## src/rtl/lsu_pkg.sv

```systemverilog
// Shared types and helpers for the load/store sequencer: funct3 codes, FSM
// states, beat selection and the per-access beat plan produced by the aligner.
package lsu_pkg;

    localparam logic [2:0] F3_B  = 3'b000;
    localparam logic [2:0] F3_H  = 3'b001;
    localparam logic [2:0] F3_W  = 3'b010;
    localparam logic [2:0] F3_BU = 3'b100;
    localparam logic [2:0] F3_HU = 3'b101;

    typedef enum logic [1:0] {
        IDLE  = 2'd0,
        ISSUE = 2'd1,
        WAIT  = 2'd2,
        DONE  = 2'd3
    } lsu_state_e;

    typedef enum logic {
        BEAT0 = 1'b0,
        BEAT1 = 1'b1
    } beat_sel_e;

    // A split access uses both words; an aligned access only be0/wdata0.
    typedef struct packed {
        logic        split;
        logic [3:0]  be0;
        logic [3:0]  be1;
        logic [31:0] wdata0;
        logic [31:0] wdata1;
    } beat_plan_t;

    function automatic logic f3_legal(input logic we, input logic [2:0] f3);
        logic ok;
        ok = 1'b0;
        case (f3)
            F3_B, F3_H, F3_W: ok = 1'b1;
            F3_BU, F3_HU:     ok = ~we;
            default:          ok = 1'b0;
        endcase
        return ok;
    endfunction

    // Byte mask of the access size, before shifting by the address offset.
    function automatic logic [7:0] size_mask(input logic [2:0] f3);
        logic [7:0] m;
        case (f3[1:0])
            2'b00:   m = 8'h01;
            2'b01:   m = 8'h03;
            default: m = 8'h0F;
        endcase
        return m;
    endfunction

endpackage

```

## src/rtl/lsu_sequencer_if.sv

```systemverilog
// Core-side request/response bundle and memory-bus bundle of the sequencer.
interface lsu_core_if;
    logic        lsu_valid;
    logic        lsu_ready;
    logic        lsu_we;
    logic [2:0]  lsu_funct3;
    logic [31:0] lsu_addr;
    logic [31:0] lsu_wdata;
    logic        lsu_done;
    logic        lsu_err;
    logic [31:0] lsu_rdata;

    modport slave (
        input  lsu_valid, lsu_we, lsu_funct3, lsu_addr, lsu_wdata,
        output lsu_ready, lsu_done, lsu_err, lsu_rdata
    );

    modport master (
        output lsu_valid, lsu_we, lsu_funct3, lsu_addr, lsu_wdata,
        input  lsu_ready, lsu_done, lsu_err, lsu_rdata
    );
endinterface

interface lsu_mem_if;
    logic        mem_req;
    logic        mem_gnt;
    logic [31:0] mem_addr;
    logic        mem_we;
    logic [3:0]  mem_be;
    logic [31:0] mem_wdata;
    logic        mem_rvalid;
    logic [31:0] mem_rdata;

    modport master (
        output mem_req, mem_addr, mem_we, mem_be, mem_wdata,
        input  mem_gnt, mem_rvalid, mem_rdata
    );

    modport slave (
        input  mem_req, mem_addr, mem_we, mem_be, mem_wdata,
        output mem_gnt, mem_rvalid, mem_rdata
    );
endinterface

```

## src/rtl/lsu_align.sv

```systemverilog
// Combinational byte-lane logic: beat masks and write data for an access, and
// reassembly plus sign/zero extension of the returned load words.
module lsu_align
    import lsu_pkg::*;
(
    input  logic [2:0]  funct3,
    input  logic [1:0]  off,
    input  logic [31:0] wdata,
    input  logic [31:0] beat0,
    input  logic [31:0] beat1,
    output beat_plan_t  plan,
    output logic [31:0] load_data
);

    logic [7:0]  mask8;
    logic [63:0] wr_cat;
    logic [63:0] rd_cat;
    logic [31:0] rd_shift;

    assign mask8  = size_mask(funct3) << off;
    assign wr_cat = {32'b0, wdata} << {off, 3'b000};
    assign rd_cat = {beat1, beat0};

    assign plan.split  = |mask8[7:4];
    assign plan.be0    = mask8[3:0];
    assign plan.be1    = mask8[7:4];
    assign plan.wdata0 = wr_cat[31:0];
    assign plan.wdata1 = wr_cat[63:32];

    // Result byte gi comes from byte (gi + off) of the two-word window.
    genvar gi;
    generate
        for (gi = 0; gi < 4; gi++) begin : g_lane
            logic [2:0] byte_idx;
            assign byte_idx = 3'(gi) + {1'b0, off};
            assign rd_shift[8*gi +: 8] = rd_cat[{byte_idx, 3'b000} +: 8];
        end
    endgenerate

    always_comb begin
        load_data = rd_shift;
        case (funct3)
            F3_B:    load_data = {{24{rd_shift[7]}}, rd_shift[7:0]};
            F3_H:    load_data = {{16{rd_shift[15]}}, rd_shift[15:0]};
            F3_BU:   load_data = {24'b0, rd_shift[7:0]};
            F3_HU:   load_data = {16'b0, rd_shift[15:0]};
            default: load_data = rd_shift;
        endcase
    end

endmodule

```

## src/rtl/lsu_sequencer.sv

```systemverilog
// Multi-cycle load/store sequencer: registers one core request, issues one or
// two word beats on the memory bus and returns extended load data with done.
module lsu_sequencer
    import lsu_pkg::*;
(
    input  logic      clk,
    input  logic      rst_n,
    lsu_core_if.slave core,
    lsu_mem_if.master mem
);

    lsu_state_e  state_reg, state_next;
    beat_sel_e   beat_reg;
    logic        we_reg;
    logic        err_reg;
    logic [2:0]  f3_reg;
    logic [31:0] addr_reg;
    logic [31:0] wdata_reg;
    logic [31:0] beat0_reg;
    logic [31:0] rdata_reg;

    logic        req_legal;
    logic        last_beat;
    beat_plan_t  plan;
    logic [31:0] beat0_in;
    logic [31:0] beat1_in;
    logic [31:0] load_data;
    logic [31:0] word_addr;

    assign req_legal = f3_legal(core.lsu_we, core.lsu_funct3);
    assign word_addr = {addr_reg[31:2], 2'b00};
    assign last_beat = ~(plan.split && (beat_reg == BEAT0));

    // On the final response the live bus word feeds the aligner directly so
    // the extended result can be registered in the same cycle.
    assign beat0_in = (beat_reg == BEAT1) ? beat0_reg : mem.mem_rdata;
    assign beat1_in = (beat_reg == BEAT1) ? mem.mem_rdata : 32'b0;

    lsu_align u_align (
        .funct3    (f3_reg),
        .off       (addr_reg[1:0]),
        .wdata     (wdata_reg),
        .beat0     (beat0_in),
        .beat1     (beat1_in),
        .plan      (plan),
        .load_data (load_data)
    );

    always_ff @(posedge clk or negedge rst_n) begin
        if (!rst_n) begin
            state_reg <= IDLE;
        end else begin
            state_reg <= state_next;
        end
    end

    always_comb begin
        state_next = state_reg;
        case (state_reg)
            IDLE: begin
                if (core.lsu_valid) begin
                    state_next = req_legal ? ISSUE : DONE;
                end
            end
            ISSUE: begin
                if (mem.mem_gnt) begin
                    state_next = WAIT;
                end
            end
            WAIT: begin
                if (mem.mem_rvalid) begin
                    state_next = last_beat ? DONE : ISSUE;
                end
            end
            DONE:    state_next = IDLE;
            default: state_next = IDLE;
        endcase
    end

    always_ff @(posedge clk or negedge rst_n) begin
        if (!rst_n) begin
            beat_reg  <= BEAT0;
            we_reg    <= 1'b0;
            err_reg   <= 1'b0;
            f3_reg    <= 3'b0;
            addr_reg  <= 32'b0;
            wdata_reg <= 32'b0;
            beat0_reg <= 32'b0;
            rdata_reg <= 32'b0;
        end else begin
            case (state_reg)
                IDLE: begin
                    if (core.lsu_valid) begin
                        beat_reg  <= BEAT0;
                        we_reg    <= core.lsu_we;
                        f3_reg    <= core.lsu_funct3;
                        addr_reg  <= core.lsu_addr;
                        wdata_reg <= core.lsu_wdata;
                        err_reg   <= ~req_legal;
                        if (!req_legal) begin
                            rdata_reg <= 32'b0;
                        end
                    end
                end
                WAIT: begin
                    if (mem.mem_rvalid) begin
                        if (beat_reg == BEAT0) begin
                            beat0_reg <= mem.mem_rdata;
                        end
                        if (last_beat) begin
                            rdata_reg <= we_reg ? 32'b0 : load_data;
                        end else begin
                            beat_reg <= BEAT1;
                        end
                    end
                end
                default: ;
            endcase
        end
    end

    // Bus fields are only driven while a beat is being offered.
    always_comb begin
        mem.mem_req   = 1'b0;
        mem.mem_we    = 1'b0;
        mem.mem_addr  = 32'b0;
        mem.mem_be    = 4'b0;
        mem.mem_wdata = 32'b0;
        if (state_reg == ISSUE) begin
            mem.mem_req = 1'b1;
            mem.mem_we  = we_reg;
            if (beat_reg == BEAT1) begin
                mem.mem_addr  = word_addr + 32'd4;
                mem.mem_be    = plan.be1;
                mem.mem_wdata = plan.wdata1;
            end else begin
                mem.mem_addr  = word_addr;
                mem.mem_be    = plan.be0;
                mem.mem_wdata = plan.wdata0;
            end
        end
    end

    assign core.lsu_ready = (state_reg == IDLE);
    assign core.lsu_done  = (state_reg == DONE);
    assign core.lsu_err   = (state_reg == DONE) && err_reg;
    assign core.lsu_rdata = rdata_reg;

endmodule

```

## src/flat_wrapper.sv

```systemverilog
// flat-port wrapper written by rule: the top's interface ports become plain ports
module lsu_sequencer_flat import lsu_pkg::*;
  (clk, rst_n, core_lsu_valid, core_lsu_we, core_lsu_funct3, core_lsu_addr, core_lsu_wdata, core_lsu_ready, core_lsu_done, core_lsu_err, core_lsu_rdata, mem_mem_req, mem_mem_addr, mem_mem_we, mem_mem_be, mem_mem_wdata, mem_mem_gnt, mem_mem_rvalid, mem_mem_rdata);
  lsu_core_if core_i ();
  lsu_mem_if mem_i ();
  input  logic clk;
  input  logic rst_n;
  input wire logic [$bits(core_i.lsu_valid)-1:0] core_lsu_valid;
  input wire logic [$bits(core_i.lsu_we)-1:0] core_lsu_we;
  input wire logic [$bits(core_i.lsu_funct3)-1:0] core_lsu_funct3;
  input wire logic [$bits(core_i.lsu_addr)-1:0] core_lsu_addr;
  input wire logic [$bits(core_i.lsu_wdata)-1:0] core_lsu_wdata;
  output wire logic [$bits(core_i.lsu_ready)-1:0] core_lsu_ready;
  output wire logic [$bits(core_i.lsu_done)-1:0] core_lsu_done;
  output wire logic [$bits(core_i.lsu_err)-1:0] core_lsu_err;
  output wire logic [$bits(core_i.lsu_rdata)-1:0] core_lsu_rdata;
  output wire logic [$bits(mem_i.mem_req)-1:0] mem_mem_req;
  output wire logic [$bits(mem_i.mem_addr)-1:0] mem_mem_addr;
  output wire logic [$bits(mem_i.mem_we)-1:0] mem_mem_we;
  output wire logic [$bits(mem_i.mem_be)-1:0] mem_mem_be;
  output wire logic [$bits(mem_i.mem_wdata)-1:0] mem_mem_wdata;
  input wire logic [$bits(mem_i.mem_gnt)-1:0] mem_mem_gnt;
  input wire logic [$bits(mem_i.mem_rvalid)-1:0] mem_mem_rvalid;
  input wire logic [$bits(mem_i.mem_rdata)-1:0] mem_mem_rdata;
  assign core_i.lsu_valid = core_lsu_valid;
  assign core_i.lsu_we = core_lsu_we;
  assign core_i.lsu_funct3 = core_lsu_funct3;
  assign core_i.lsu_addr = core_lsu_addr;
  assign core_i.lsu_wdata = core_lsu_wdata;
  assign core_lsu_ready = core_i.lsu_ready;
  assign core_lsu_done = core_i.lsu_done;
  assign core_lsu_err = core_i.lsu_err;
  assign core_lsu_rdata = core_i.lsu_rdata;
  assign mem_mem_req = mem_i.mem_req;
  assign mem_mem_addr = mem_i.mem_addr;
  assign mem_mem_we = mem_i.mem_we;
  assign mem_mem_be = mem_i.mem_be;
  assign mem_mem_wdata = mem_i.mem_wdata;
  assign mem_i.mem_gnt = mem_mem_gnt;
  assign mem_i.mem_rvalid = mem_mem_rvalid;
  assign mem_i.mem_rdata = mem_mem_rdata;
  lsu_sequencer u_core (.clk(clk), .rst_n(rst_n), .core(core_i), .mem(mem_i));
endmodule
```

## config.mk

```make
export PLATFORM = sky130hd
export DESIGN_NAME = lsu_sequencer_flat
export DESIGN_NICKNAME = d
export VERILOG_FILES = /design/src/rtl/lsu_pkg.sv /design/src/rtl/lsu_sequencer_if.sv /design/src/rtl/lsu_align.sv /design/src/rtl/lsu_sequencer.sv /design/src/flat_wrapper.sv
export SDC_FILE = /design/constraint.sdc
export NUM_CORES = 1
export LEC_CHECK = 0
export BUFFER_PORTS_ARGS = -buffer_cell sky130_fd_sc_hd__buf_4
export CAP_MARGIN = 15
export CORE_MARGIN = 2
export CORE_UTILIZATION = 39
export CTS_BUF_LIST = sky130_fd_sc_hd__clkbuf_4 sky130_fd_sc_hd__clkbuf_8
export DETAILED_ROUTE_END_ITERATION = 10
export SETUP_SLACK_MARGIN = 0.3
export SKIP_LAST_GASP = 1
export SLEW_MARGIN = 10
export SYNTH_ARGS = -nofsm -noshare
export SYNTH_HDL_FRONTEND = slang
export SYNTH_SLANG_ARGS = --single-unit
```

## constraint.sdc

```tcl
create_clock -name clk -period 1.78 [get_ports clk]
set_input_delay 0.178 -clock clk [delete_from_list [all_inputs] [get_ports clk]]
set_output_delay 0.178 -clock clk [all_outputs]
set_load 0.005 [all_outputs]
```

-- Yosys cells after proc, flatten, opt, wreduce, memory -nomap -nowiden
Cells that the tools add are included.
Widths: inputs -> output; s select.
- equal/unequal tests: 17
- bitwise gates (word level): 3
- reduce and logical (&&, ||, !) cells: 15
- muxes and demuxes: 29
- $add $sub $neg: 4
- shifts and indexed selects: 6
- operators by type and width (cell ; count):
    $mux 32 ; 11
    $shiftx 64x7->8 ; 3
    $pmux 32 s4 ; 1
    $pmux 32 s2 ; 1
    $shiftx 64x6->8 ; 1
    $shl 32x5->64 ; 1
    $add 32x3->32 const B ; 1
    $eq 3x3->1 const B ; 4
    $mux 2 ; 5
    $ne 2x2->1 const B ; 5
    $mux 4 ; 2
    $pmux 2 s4 ; 1
    $pmux 4 s2 ; 1
    $shl 4x2->8 ; 1
    $add 2x2->3 const A ; 2
    $eq 3x1->1 const B ; 2
    $logic_not 3->1 ; 2
    $mux 1 ; 5
    $reduce_and 5->1 ; 1
    $eq 2x1->1 const B ; 2
    $eq 2x2->1 const B ; 2
    $logic_not 2->1 ; 2
    $pmux 1 s2 ; 2
    $reduce_and 2->1 ; 2
    11 further kinds ; 14
- input bits: 105
- output and inout port bits: 105
- register bits: 136

-- Depth between registers and ports, before layout
Gate-level depths: netlist of run 1.
- depth in word-level cells: 8
- gate-level depth with buffers: 9

-- Modules after synthesis
Synthesis of run 1 repeated with hierarchy kept, for this count alone.
- cells, all modules: 1115
- area, all modules: 9162.5 sq um
- by module, submodules not included (module ; instances ; area an instance (sq um) ; cells each):
    lsu_sequencer ; 1 ; 7110.6 ; 872
    lsu_align ; 1 ; 2052.0 ; 243

-- Worst setup path after synthesis of run 1
Ideal clock, no wire load.
- path kind: register to register
- start point: register u_core.addr_reg[0]
- end point: register u_core.rdata_reg[18], in the netlist u_core.core.lsu_rdata[18]
- data required time: 1.655 ns
- setup time: 0.125 ns
- arrival: 1.843 ns
- setup slack: -0.188 ns
- cell stages (with the launch flop): 8
- cell sequence: dfrtp_1 buf_6 buf_4 buf_2 buf_2 mux4_2 a221oi_1 o21ai_2
- cells in the longest elaborated chain, start to end: 7
- ends and longest elaborated chain (what ; line ; text):
    from (decl) ; lsu_sequencer.sv:17 ; logic [31:0] addr_reg;
    from (signal assigned) ; lsu_sequencer.sv:97 ; addr_reg <= core.lsu_addr;
    $add 2x2->3 or $add 1x2->3 (tied branches) ; lsu_align.sv:35 ; assign byte_idx = 3'(gi) + {1'b0, off};
    $shiftx 64x7->8 ; lsu_align.sv:36 ; assign rd_shift[8*gi +: 8] = rd_cat[{byte_idx, 3'b000} +: 8];
    $pmux 32 s4 ; lsu_align.sv:42 ; case (funct3)
    $mux 32 ; lsu_sequencer.sv:111 ; rdata_reg <= we_reg ? 32'b0 : load_data;
    $mux 32 ; lsu_sequencer.sv:110 ; if (last_beat) begin
    $mux 32 ; lsu_sequencer.sv:106 ; if (mem.mem_rvalid) begin
    $pmux 32 s2 ; lsu_sequencer.sv:91 ; case (state_reg)
    to (signal assigned) ; lsu_sequencer.sv:111 ;
    to (decl) ; lsu_sequencer.sv:20 ; logic [31:0] rdata_reg;
Several ways; a longest one is shown, not always the timed one. The select of a mux whose other input is x is not followed.
A chain may end at the register's enable or synchronous reset.

-- Worst setup path after layout of run 1
- start point: register u_core.beat_reg
- end point: output mem_mem_addr[23]
- cells in the longest elaborated chain, start to end: 2
- ends and longest elaborated chain (what ; line ; text):
    from (decl) ; lsu_sequencer.sv:13 ; beat_sel_e beat_reg;
    from (signal assigned) ; lsu_sequencer.sv:82 ; beat_reg <= BEAT0;
    from (signal assigned) ; lsu_sequencer.sv:94 ; beat_reg <= BEAT0;
    from (signal assigned) ; lsu_sequencer.sv:113 ; beat_reg <= BEAT1;
    $mux 32 ; lsu_sequencer.sv:132 ; if (beat_reg == BEAT1) begin
    $mux 32 ; lsu_sequencer.sv:129 ; if (state_reg == ISSUE) begin
    to (decl) ; flat_wrapper.sv:18 ; output wire logic [$bits(mem_i.mem_addr)-1:0] mem_mem_addr;
Every way passes these cells.

==> flow_summary.json, run 1 <==
{
  "status": "complete, but fails checks",
  "violations": "negative setup slack",
  "power.density_mw_per_mm2": 1750,
  "cp_num_buf_inv": 2,
  "critPathArrivalTime_ns": 2.31,
  "totalWireLength_um": 40700,
  "via_per_inst": 5.91,
  "hold_ws_ns": 0.0140,
  "synth.top_cell.area_share_pct": 41.1,
  "gp_congestion": 0.845,
  "syn-cell-area_sq_mm": 0.00827,
  "pre_cts_ws_ns": -0.351,
  "leakagePower_nw": 7.55,
  "crit_type": "reg2out",
  "path_clk_slew_ns": 0.09,
  "path_cells": "nand3_4 > nor4_4 > buf_4 > nand4_1 > xor2_1 > nor2_1 > buf_4",
  "final_nets": 1546,
  "crit_slowest_cell": "dfrtp_4",
  "switchingPower_mw": 11.9,
  "wl_per_cell_um": 23.5,
  "die-width_um": 150,
  "critPathMaxStageDelay_ns": 0.51,
  "ant_nets": 0,
  "yosys-top-cells-area": "dfrtp_1 (41%), nand2_1 (12%), mux2i_1 (5.8%)",
  "crit_family": "simple AND/OR/NAND/NOR gates",
  "p_seq_share_pct": 21.6,
  "cap_violations": 0,
  "crit_required_ns": 1.60,
  "clock-skew-final_ns": 0.0174,
  "antenna_cells": 0,
  "cts_tree": "done",
  "vias": 10200,
  "syn2layout_area_growth_pct": 93.5,
  "cp-end-kind": "output pin",
  "drcViolationCount": 0,
  "cp_common_cell": "buf_4",
  "synth_edf_count": 0,
  "start_kind": "flip-flop",
  "yosys_warnings": 0,
  "synthArstFlopShare_pct": 100,
  "multi_input_area_sq_mm": 0.00627,
  "period_share_pct": 140,
  "cts.path.max_buffers": 2,
  "grt-ovfl-total": 0,
  "die_area_sq_mm": 0.0224,
  "fill_cells": 1170,
  "pin_count": 210,
  "max_freq_ghz": 0.402,
  "setup_ws_ns": -0.706,
  "avgSynthCellArea_sq_um": 8.64,
  "peakVddDrop_uv": 1210,
  "period_minus_slack_ns": 2.49,
  "relSlewSlack_pct": 59.4,
  "clkPwrFrac_pct": 11.3,
  "layout-drive-gt1-share_pct": 56.3,
  "utilization_pct": 76.6,
  "num_rows": 53,
  "synthFlopType": "dfrtp_1",
  "clk_latency_ns": 0.48,
  "firstDrtPassIters": 6,
  "grt_max_degree": 67,
  "rsz0062_at_grt": "true",
  "seq_area_sq_mm": 0.00341,
  "ys_seq_area_share_pct": 41.1,
  "grt_antenna_before_repair": 0,
  "slew_viol_final": 0,
  "setup_viol": 186,
  "synth.distinct_cells": 60,
  "grt_pass1_wl_um": 53400,
  "ys_ff_latch": 136,
  "cts_root_buffer": "clkbuf_8",
  "cts_buffers": 17,
  "worst_hold_path_type": "in2reg",
  "dp_hpwl_um": 19200,
  "grt_usage_pct": 31.1,
  "swShare_pct": 42.6,
  "core_area_sq_mm": 0.0209,
  "yosysTopAreaCell": "dfrtp_1",
  "syn_inst": 958,
  "power.internal_mw": 16.1,
  "port_buffers": 207,
  "clock_sinks": 136,
  "dr.first_iter.drc_count": 801,
  "tightest_slew_ns": 0.602,
  "die_y_um": 150,
  "hold_violations": 0,
  "cts-htree-levels": 4,
  "comb_power_share_pct": 67.0,
  "critPathMaxFanout": 7,
  "grt_pass1_vias": 9726,
  "start_util_pct": 39.6
}
[cell usage in the layout, fill, tap and decap left out, types with 6 or more instances in the layout]
cell,instances
xor2_1,19
mux2i_4,12
a2bb2oi_2,8
a21oi_1,18
a21oi_2,24
nor4_4,6
o21ai_0,15
buf_12,24
a221oi_1,7
mux2i_1,31
a211o_1,8
nand2_1,162
nor2_2,15
mux4_2,7
mux2_2,8
buf_6,70
o21ai_2,21
nand3_2,8
nand2_2,59
buf_16,23
dlygate4sd3_1,101
a22oi_2,9
nand4_1,10
o21ai_1,12
a211oi_2,9
nand3_1,10
buf_4,301
nor2_1,60
nor2_4,14
mux2_4,48
nand2_4,45
nand2b_1,13
clkbuf_8,20
dfrtp_1,132
[cell usage after synthesis (20+ instances only)]
| library cell | instances |
|---|---|
| xor2_1 | 21 |
| dfrtp_1 | 136 |
| clkbuf_1 | 38 |
| mux2_1 | 21 |
| mux2i_1 | 48 |
| o21ai_1 | 20 |
| mux2_2 | 34 |
| buf_2 | 20 |
| nand2_1 | 265 |
| nor2_1 | 88 |
| a21oi_1 | 45 |
| o21ai_0 | 22 |
[cell families after synthesis]
family | after synthesis | share of synthesized area (%)
buf+inv | 79 | 4.34
simple gates | 441 | 23.3
xor+xnor | 27 | 2.86
fa+ha+maj | 1 | 0.151
flops | 136 | 41.1
other cells | 1 | 0.0453
compound gates | 162 | 12.7
mux | 111 | 15.4
[power by group through the flow]
stage	logic [mW]	clock network, mW	registers, mW
after floorplan	6.50	0	5.46
after global placement	10.2	0	5.64
after detailed placement	10.4	0	5.69
after CTS	15.2	3.12	5.75
after global routing	19.6	3.30	6.16
final	18.8	3.18	6.06
[metrics by stage]
| step | power, mW | cell area [sq um] | std cells | setup TNS [ns] |
|---|---|---|---|---|
| 2_1_floorplan | 12.0 | 8590 | 959 | -1.57 |
| 3_3_place_gp | 15.9 | 10900 | 1475 | -9.44 |
| 3_5_place_dp | 16.1 | 10900 | 1475 | -10.79 |
| 4_1_cts | 24.1 | 14600 | 1693 | -33.53 |
| 5_1_grt | 29.0 | 16000 | 1728 | -56.40 |
| 6_report | 28.0 | 16000 | 1728 | -49.97 |
[layer usage]
layer	up-vias	share of wire (%)	GRT usage, %
li1	4265	-	-
met1	4994	36	39.2
met2	761	49	51.8
met3	199	9.2	5.58
met4	0	5.8	14.3
met5	-	0	0
[layout make-up]
class,instances,share of cell area (%)
flip-flops and latches,136,21.3
multi-input cells,747,39.2
repair buffers,532,34.2
inverters,6,0.188
clock inverters,11,1.21
well taps,275,2.15
clock buffers,21,1.77
[path summary, 6_finish.rpt]
check                                                 startpoint                               endpoint  slack, ns  cells after the start
hold reg to reg            u_core.core.lsu_rdata[29]$_DFFE_PN0P_  u_core.core.lsu_rdata[29]$_DFFE_PN0P_       0.48                      2
setup / recovery                     u_core.beat_reg$_DFFE_PN0P_                       mem_mem_addr[23]      -0.71                      7
hold / removal                                  mem_mem_rdata[7]        u_core.beat0_reg[7]$_DFFE_PN0P_       0.01                      2
min in group asynchronous                                  rst_n        u_core.beat0_reg[2]$_DFFE_PN0P_       0.17                      2
max in group asynchronous                                  rst_n        u_core.addr_reg[28]$_DFFE_PN0P_       0.97                      3
setup reg to reg                     u_core.beat_reg$_DFFE_PN0P_  u_core.core.lsu_rdata[31]$_DFFE_PN0P_      -0.52                      8
[timing repair]
action,4_1_cts,5_1_grt
pin swaps,99,132
resized for setup,267,277
setup buffers,57,28
hold buffers,100,1
endpoints found under the setup margin,207,206
gates cloned,29,6
endpoints found under the hold margin,133,1
Note: power is estimated with default switching activity, not from simulation.
==> run 2: changes to the inputs <==
--- a/config.mk
+++ b/config.mk
@@ -16,4 +16,5 @@
 export SLEW_MARGIN = 10
 export SYNTH_ARGS = -nofsm -noshare
 export SYNTH_HDL_FRONTEND = slang
+export SYNTH_HIERARCHICAL = 1
 export SYNTH_SLANG_ARGS = --single-unit
==> flow_summary.json, run 2 <==
{
  "gr-usage-met2_pct": 46.2,
  "layout_common_cells": "nand2_1 (293), buf_4 (281), dfrtp_1 (131), dlygate4sd3_1 (71), nand2_2 (67)",
  "clock_sinks": 136,
  "avgSynthCellArea_sq_um": 8.23,
  "slew_viol_final": 0,
  "relSlewSlack_pct": 62.7,
  "grt_max_degree": 54,
  "clock-skew-final_ns": 0.0116,
  "num_rows": 55,
  "max_freq_ghz": 0.383,
  "hp-start": "mem_mem_rdata[2]",
  "path_clk_slew_ns": 0.08,
  "port_buffers": 207,
  "final_common_cell": "nand2_1",
  "crit_required_ns": 1.60,
  "r2r-start": "u_core/beat_reg$_DFFE_PN0P_",
  "syn-cell-area_sq_mm": 0.00911,
  "grt_pass1_vias": 9690,
  "met3_usage_pct": 4.93,
  "firstDrtPassIters": 5,
  "fin_setup_tns_ns": -54.61,
  "utilization_pct": 70.1,
  "fill_cells": 1626,
  "stdcell_count": 1853,
  "core_area_sq_mm": 0.0228,
  "leakagePower_nw": 7.71,
  "grt-ovfl-total": 0,
  "cts-htree-levels": 4,
  "hold_violations": 0,
  "layout-drive-gt1-share_pct": 49.1,
  "pin_count": 210,
  "gr-usage-met1_pct": 33.1,
  "crit_type": "reg2out",
  "start_util_pct": 40.0,
  "postPlaceCellArea_sq_mm": 0.0117,
  "period_minus_slack_ns": 2.61,
  "gp_congestion": 0.848,
  "reg2reg_slack_ns": -0.77,
  "placedCellCount": 1637,
  "worst_r2r_endpoint": "u_core/core.lsu_rdata[20]$_DFFE_PN0P_",
  "die_area_sq_mm": 0.0246,
  "cts_tree": "done",
  "status": "complete, but fails checks",
  "setup_ws_ns": -0.828,
  "cap_violations": 0,
  "violations": "negative setup slack",
  "ant_nets": 0,
  "start_kind": "flip-flop",
  "die_y_um": 157,
  "wl_per_cell_um": 20.7,
  "cp-end-kind": "output pin",
  "cts_buffers": 17,
  "dr.first_iter.drc_count": 758,
  "yosys_warnings": 6,
  "period_share_pct": 146,
  "peakVddDrop_uv": 790,
  "worst_hold_path_type": "in2reg",
  "reg2reg_depth": 10,
  "hold_end": "u_core/beat0_reg[2]$_DFFE_PN0P_",
  "rsz0062_at_grt": "true",
  "power.density_mw_per_mm2": 1830,
  "grt_usage_pct": 27.1,
  "final_area_sq_mm": 0.0160,
  "grt_pass1_wl_um": 51700,
  "tightest_slew_ns": 0.559,
  "setup_viol": 107,
  "critPathMaxFanout": 8,
  "final_nets": 1633,
  "critPathArrivalTime_ns": 2.43,
  "pre_cts_ws_ns": -0.418,
  "syn_inst": 1107,
  "cts_root_buffer": "clkbuf_8",
  "grt_antenna_before_repair": 0,
  "cts.path.max_buffers": 2,
  "totalWireLength_um": 38300,
  "hold_depth": 4,
  "via_per_inst": 5.55,
  "syn2layout_area_growth_pct": 75.2,
  "vias": 10300,
  "dp_hpwl_um": 19800,
  "antenna_cells": 0,
  "die-width_um": 157,
  "drcViolationCount": 0,
  "top_usage_layer": "met2",
  "clk_latency_ns": 0.47
}
-- run 2: metrics by stage --
step / hold slack (ns) / power, mW
6_report: 0.0640 / 29.1
5_1_grt: 0.0626 / 30.5
4_1_cts: 0.0611 / 24.7
3_5_place_dp: 0.119 / 18.2
3_3_place_gp: 0.114 / 18.1
2_1_floorplan: -0.118 / 13.8
-- run 2: worst max path at each step --
stage | start | endpoint | slack (ns)
4_1_cts | u_core/addr_reg[7]$_DFFE_PN0P_ | mem_mem_addr[21] | -0.80
3_5_place_dp | u_core/beat_reg$_DFFE_PN0P_ | u_core/core.lsu_rdata[24]$_DFFE_PN0P_ | -0.42
6_report | u_core/addr_reg[3]$_DFFE_PN0P_ | mem_mem_addr[24] | -0.83
2_1_floorplan | u_core/beat_reg$_DFFE_PN0P_ | u_core/core.lsu_rdata[31]$_DFFE_PN0P_ | -0.30
3_3_place_gp | u_core/beat_reg$_DFFE_PN0P_ | u_core/core.lsu_rdata[23]$_DFFE_PN0P_ | -0.39
5_1_grt | u_core/addr_reg[7]$_DFFE_PN0P_ | mem_mem_addr[21] | -0.89
-- run 2: layout make-up --
cell class	count	area, sq um	area share (%)
clock buffer	21	277	1.73
tap	313	392	2.45
clock inverter	11	148	0.925
timing repair buffer	488	5310	33.2
sequential	136	3420	21.4
inverter	7	28.8	0.180
multi-input combinational	877	6390	40.1
-- run 2: power breakdown --
group | internal (mW) | leakage, nW | switching [mW]
clock network | 1.49 | 0.205 | 1.32
registers | 4.51 | 1.74 | 1.30
logic | 11.0 | 5.77 | 9.53
-- run 2: repair_timing --
action                                  4_1_cts  5_1_grt
cloned                                       25       23
resized for setup                           132      321
endpoints found under the hold margin       107        0
hold buffers                                 71        0
pin swaps                                    55      127
endpoints found under the setup margin      145      206
setup buffers                                42       23
-- run 2: worst max-delay path, stage by stage (launching register included) --
cell and delay (ns):
dfrtp_1 0.39, ha_2 0.21, nand2_2 0.07, or4_4 0.44, buf_6 0.16, or4_4 0.41, a21oi_2 0.15, buf_4 0.13
-- run 2: per-layer routing --
| metal | vias up | part of all wire (%) |
|---|---|---|
| li1 | 4569 | - |
| met1 | 4936 | 37 |
| met2 | 636 | 50 |
| met3 | 150 | 7.9 |
| met4 | 0 | 5.4 |
| met5 | - | 0 |
==> run 3: changes to the inputs <==
--- a/config.mk
+++ b/config.mk
@@ -11,6 +11,7 @@
 export CORE_UTILIZATION = 39
 export CTS_BUF_LIST = sky130_fd_sc_hd__clkbuf_4 sky130_fd_sc_hd__clkbuf_8
 export DETAILED_ROUTE_END_ITERATION = 10
+export RECOVER_POWER = 100
 export SETUP_SLACK_MARGIN = 0.3
 export SKIP_LAST_GASP = 1
 export SLEW_MARGIN = 10
==> constraint.sdc (replaced) <==
create_clock -name clk -period 1.78 [get_ports clk]
set_input_delay 0.178 -clock clk [delete_from_list [all_inputs] [get_ports clk]]
set_output_delay 0.178 -clock clk [all_outputs]
set_load 0.05 [all_outputs]
==> flow_summary.json, run 3 (synthesis gave the netlist of run 2 again) <==
{
  "status": "complete, but fails checks",
  "violations": "negative setup slack",
  "period_share_pct": 150,
  "crit_family": "simple AND/OR/NAND/NOR gates",
  "drcViolationCount": 0,
  "fill_cells": 1374,
  "multi_input_area_sq_mm": 0.00721,
  "grt-ovfl-total": 0,
  "fin_setup_tns_ns": -69.44,
  "grt_antenna_before_repair": 0,
  "cts-htree-levels": 4,
  "leakagePower_nw": 7.81,
  "cts_buffers": 17,
  "reg2reg_depth": 12,
  "syn2layout_area_growth_pct": 90.1,
  "core_area_sq_mm": 0.0228,
  "antenna_cells": 0,
  "wl_per_cell_um": 22.0,
  "dp_hpwl_um": 20800,
  "tightest_slew_ns": 1.23,
  "start_util_pct": 40.0,
  "crit_type": "reg2out",
  "num_rows": 55,
  "clock-skew-final_ns": 0.0153,
  "start_kind": "flip-flop",
  "via_per_inst": 5.63,
  "grt_usage_pct": 29.0,
  "path_depth": 7,
  "cap_violations": 0,
  "peakVddDrop_uv": 1150,
  "critPathMaxStageDelay_ns": 0.43,
  "seq_area_sq_mm": 0.00341,
  "cp-end-kind": "output pin",
  "vias": 10600,
  "die_y_um": 157,
  "hold_depth": 4,
  "rsz0062_at_grt": "true",
  "period_minus_slack_ns": 2.66,
  "cts.path.max_buffers": 2,
  "hold_violations": 0,
  "cp_num_buf_inv": 2,
  "crit_required_ns": 1.60,
  "slew_viol_final": 0,
  "cp_common_cell": "buf_6",
  "grt_pass1_vias": 10000,
  "pin_count": 210,
  "firstDrtPassIters": 5,
  "clk_latency_ns": 0.48,
  "final_common_cell": "nand2_1",
  "power.density_mw_per_mm2": 2090,
  "final_nets": 1673,
  "layout-drive-gt1-share_pct": 53.8,
  "port_buffers": 207,
  "dr.first_iter.drc_count": 699,
  "die-width_um": 157,
  "critPathMaxFanout": 15,
  "max_freq_ghz": 0.375,
  "hold_ws_ns": 0.0522,
  "critPathArrivalTime_ns": 2.49,
  "cts_tree": "done",
  "setup_viol": 134,
  "crit_slowest_cell": "or4_4",
  "layout_common_cells": "nand2_1 (268), buf_4 (208), dfrtp_1 (132), buf_6 (98), nand2_2 (96)",
  "setup_ws_ns": -0.884,
  "relSlewSlack_pct": 18.2,
  "gp_congestion": 0.824,
  "ant_nets": 0,
  "worst_hold_path_type": "in2reg",
  "cts_root_buffer": "clkbuf_8",
  "die_area_sq_mm": 0.0246,
  "path_clk_slew_ns": 0.09,
  "pre_cts_ws_ns": -0.428,
  "totalWireLength_um": 41600,
  "grt_max_degree": 49,
  "path_cells": "ha_2 > nand2_2 > or4_1 > buf_6 > or4_4 > a21oi_4 > buf_6",
  "clock_sinks": 136,
  "grt_pass1_wl_um": 54400
}
[run 3: changes by cell type in the layout (fill, tap and decap cells not counted), moves of 16 or more]
cell and change:
a21oi_2 -16, a21oi_4 +17, buf_4 -73, buf_6 +42, buf_8 +29, clkbuf_1 +33
mux2i_1 -19, mux2i_4 +17, nand2_1 -25, nand2_2 +29, nor2_1 -40, nor2_4 +46
[run 3: path summary, 6_finish.rpt]
kind / start / endpoint / slack [ns]
setup / recovery: u_core/addr_reg[2]$_DFFE_PN0P_ / mem_mem_addr[24] / -0.88
hold / removal: mem_mem_rdata[0] / u_core/beat0_reg[0]$_DFFE_PN0P_ / 0.05
setup reg to reg: u_core/beat_reg$_DFFE_PN0P_ / u_core/core.lsu_rdata[25]$_DFFE_PN0P_ / -0.83
hold reg to reg: u_core/beat0_reg[25]$_DFFE_PN0P_ / u_core/beat0_reg[25]$_DFFE_PN0P_ / 0.48
max in group asynchronous: rst_n / u_core/addr_reg[3]$_DFFE_PN0P_ / 0.28
min in group asynchronous: rst_n / u_core/addr_reg[23]$_DFFE_PN0P_ / 0.49
[run 3: through the flow]
step	std cells	total power, mW	instance area (sq um)	utilization (%)
3_5_place_dp	1669	23.1	12600	55.1
5_1_grt	1892	37.5	17300	76.1
2_1_floorplan	1116	18.1	10200	-
4_1_cts	1852	32.6	16100	70.9
6_report	1892	36.2	17300	76.1
3_3_place_gp	1669	22.9	12600	55.1
[run 3: final cells by class]
cell class                 count  area share, %
tap                          313           2.26
clock buffer                  18           1.43
inverter                       7          0.188
timing repair buffer         529           33.3
multi-input combinational    876           41.6
sequential                   136           19.7
clock inverter                13           1.53
[run 3: timing repair]
| item | 4_1_cts | 5_1_grt |
|---|---|---|
| cloned | 27 | 15 |
| endpoints found under the hold margin | 113 | 0 |
| endpoints found under the setup margin | 140 | 205 |
| pin swaps | 57 | 145 |
| setup buffers | 54 | 25 |
| resized for setup | 288 | 295 |
| hold buffers | 71 | 0 |
[run 3: power breakdown]
part | switching [mW] | total (mW) | leakage [nW] | internal [mW]
Clock | 1.40 | 3.41 | 0.256 | 2.01
Sequential | 1.31 | 5.81 | 1.74 | 4.50
Combinational | 14.2 | 27.0 | 5.82 | 12.8
Total | 16.9 | 36.2 | 7.81 | 19.3
[run 3: routing by layer]
| metal | up-vias | GRT usage [%] | wire length [um] |
|---|---|---|---|
| met5 | - | 0 | 0 |
| li1 | 4663 | - | - |
| met4 | 0 | 12.7 | 2390 |
| met3 | 171 | 5.15 | 2680 |
| met1 | 5227 | 35.3 | 15400 |
| met2 | 582 | 50.2 | 21200 |
[run 3: worst reg2reg max path: stages (launching register included)]
cell and delay (ns):
dfrtp_4 0.51, clkbuf_1 0.11, buf_6 0.11, buf_6 0.13
buf_12 0.13, mux2_4 0.33, mux4_2 0.51, mux2i_4 0.19
buf_6 0.13, buf_12 0.13, o21ai_2 0.07, nand2_1 0.08
o21ai_1 0.06
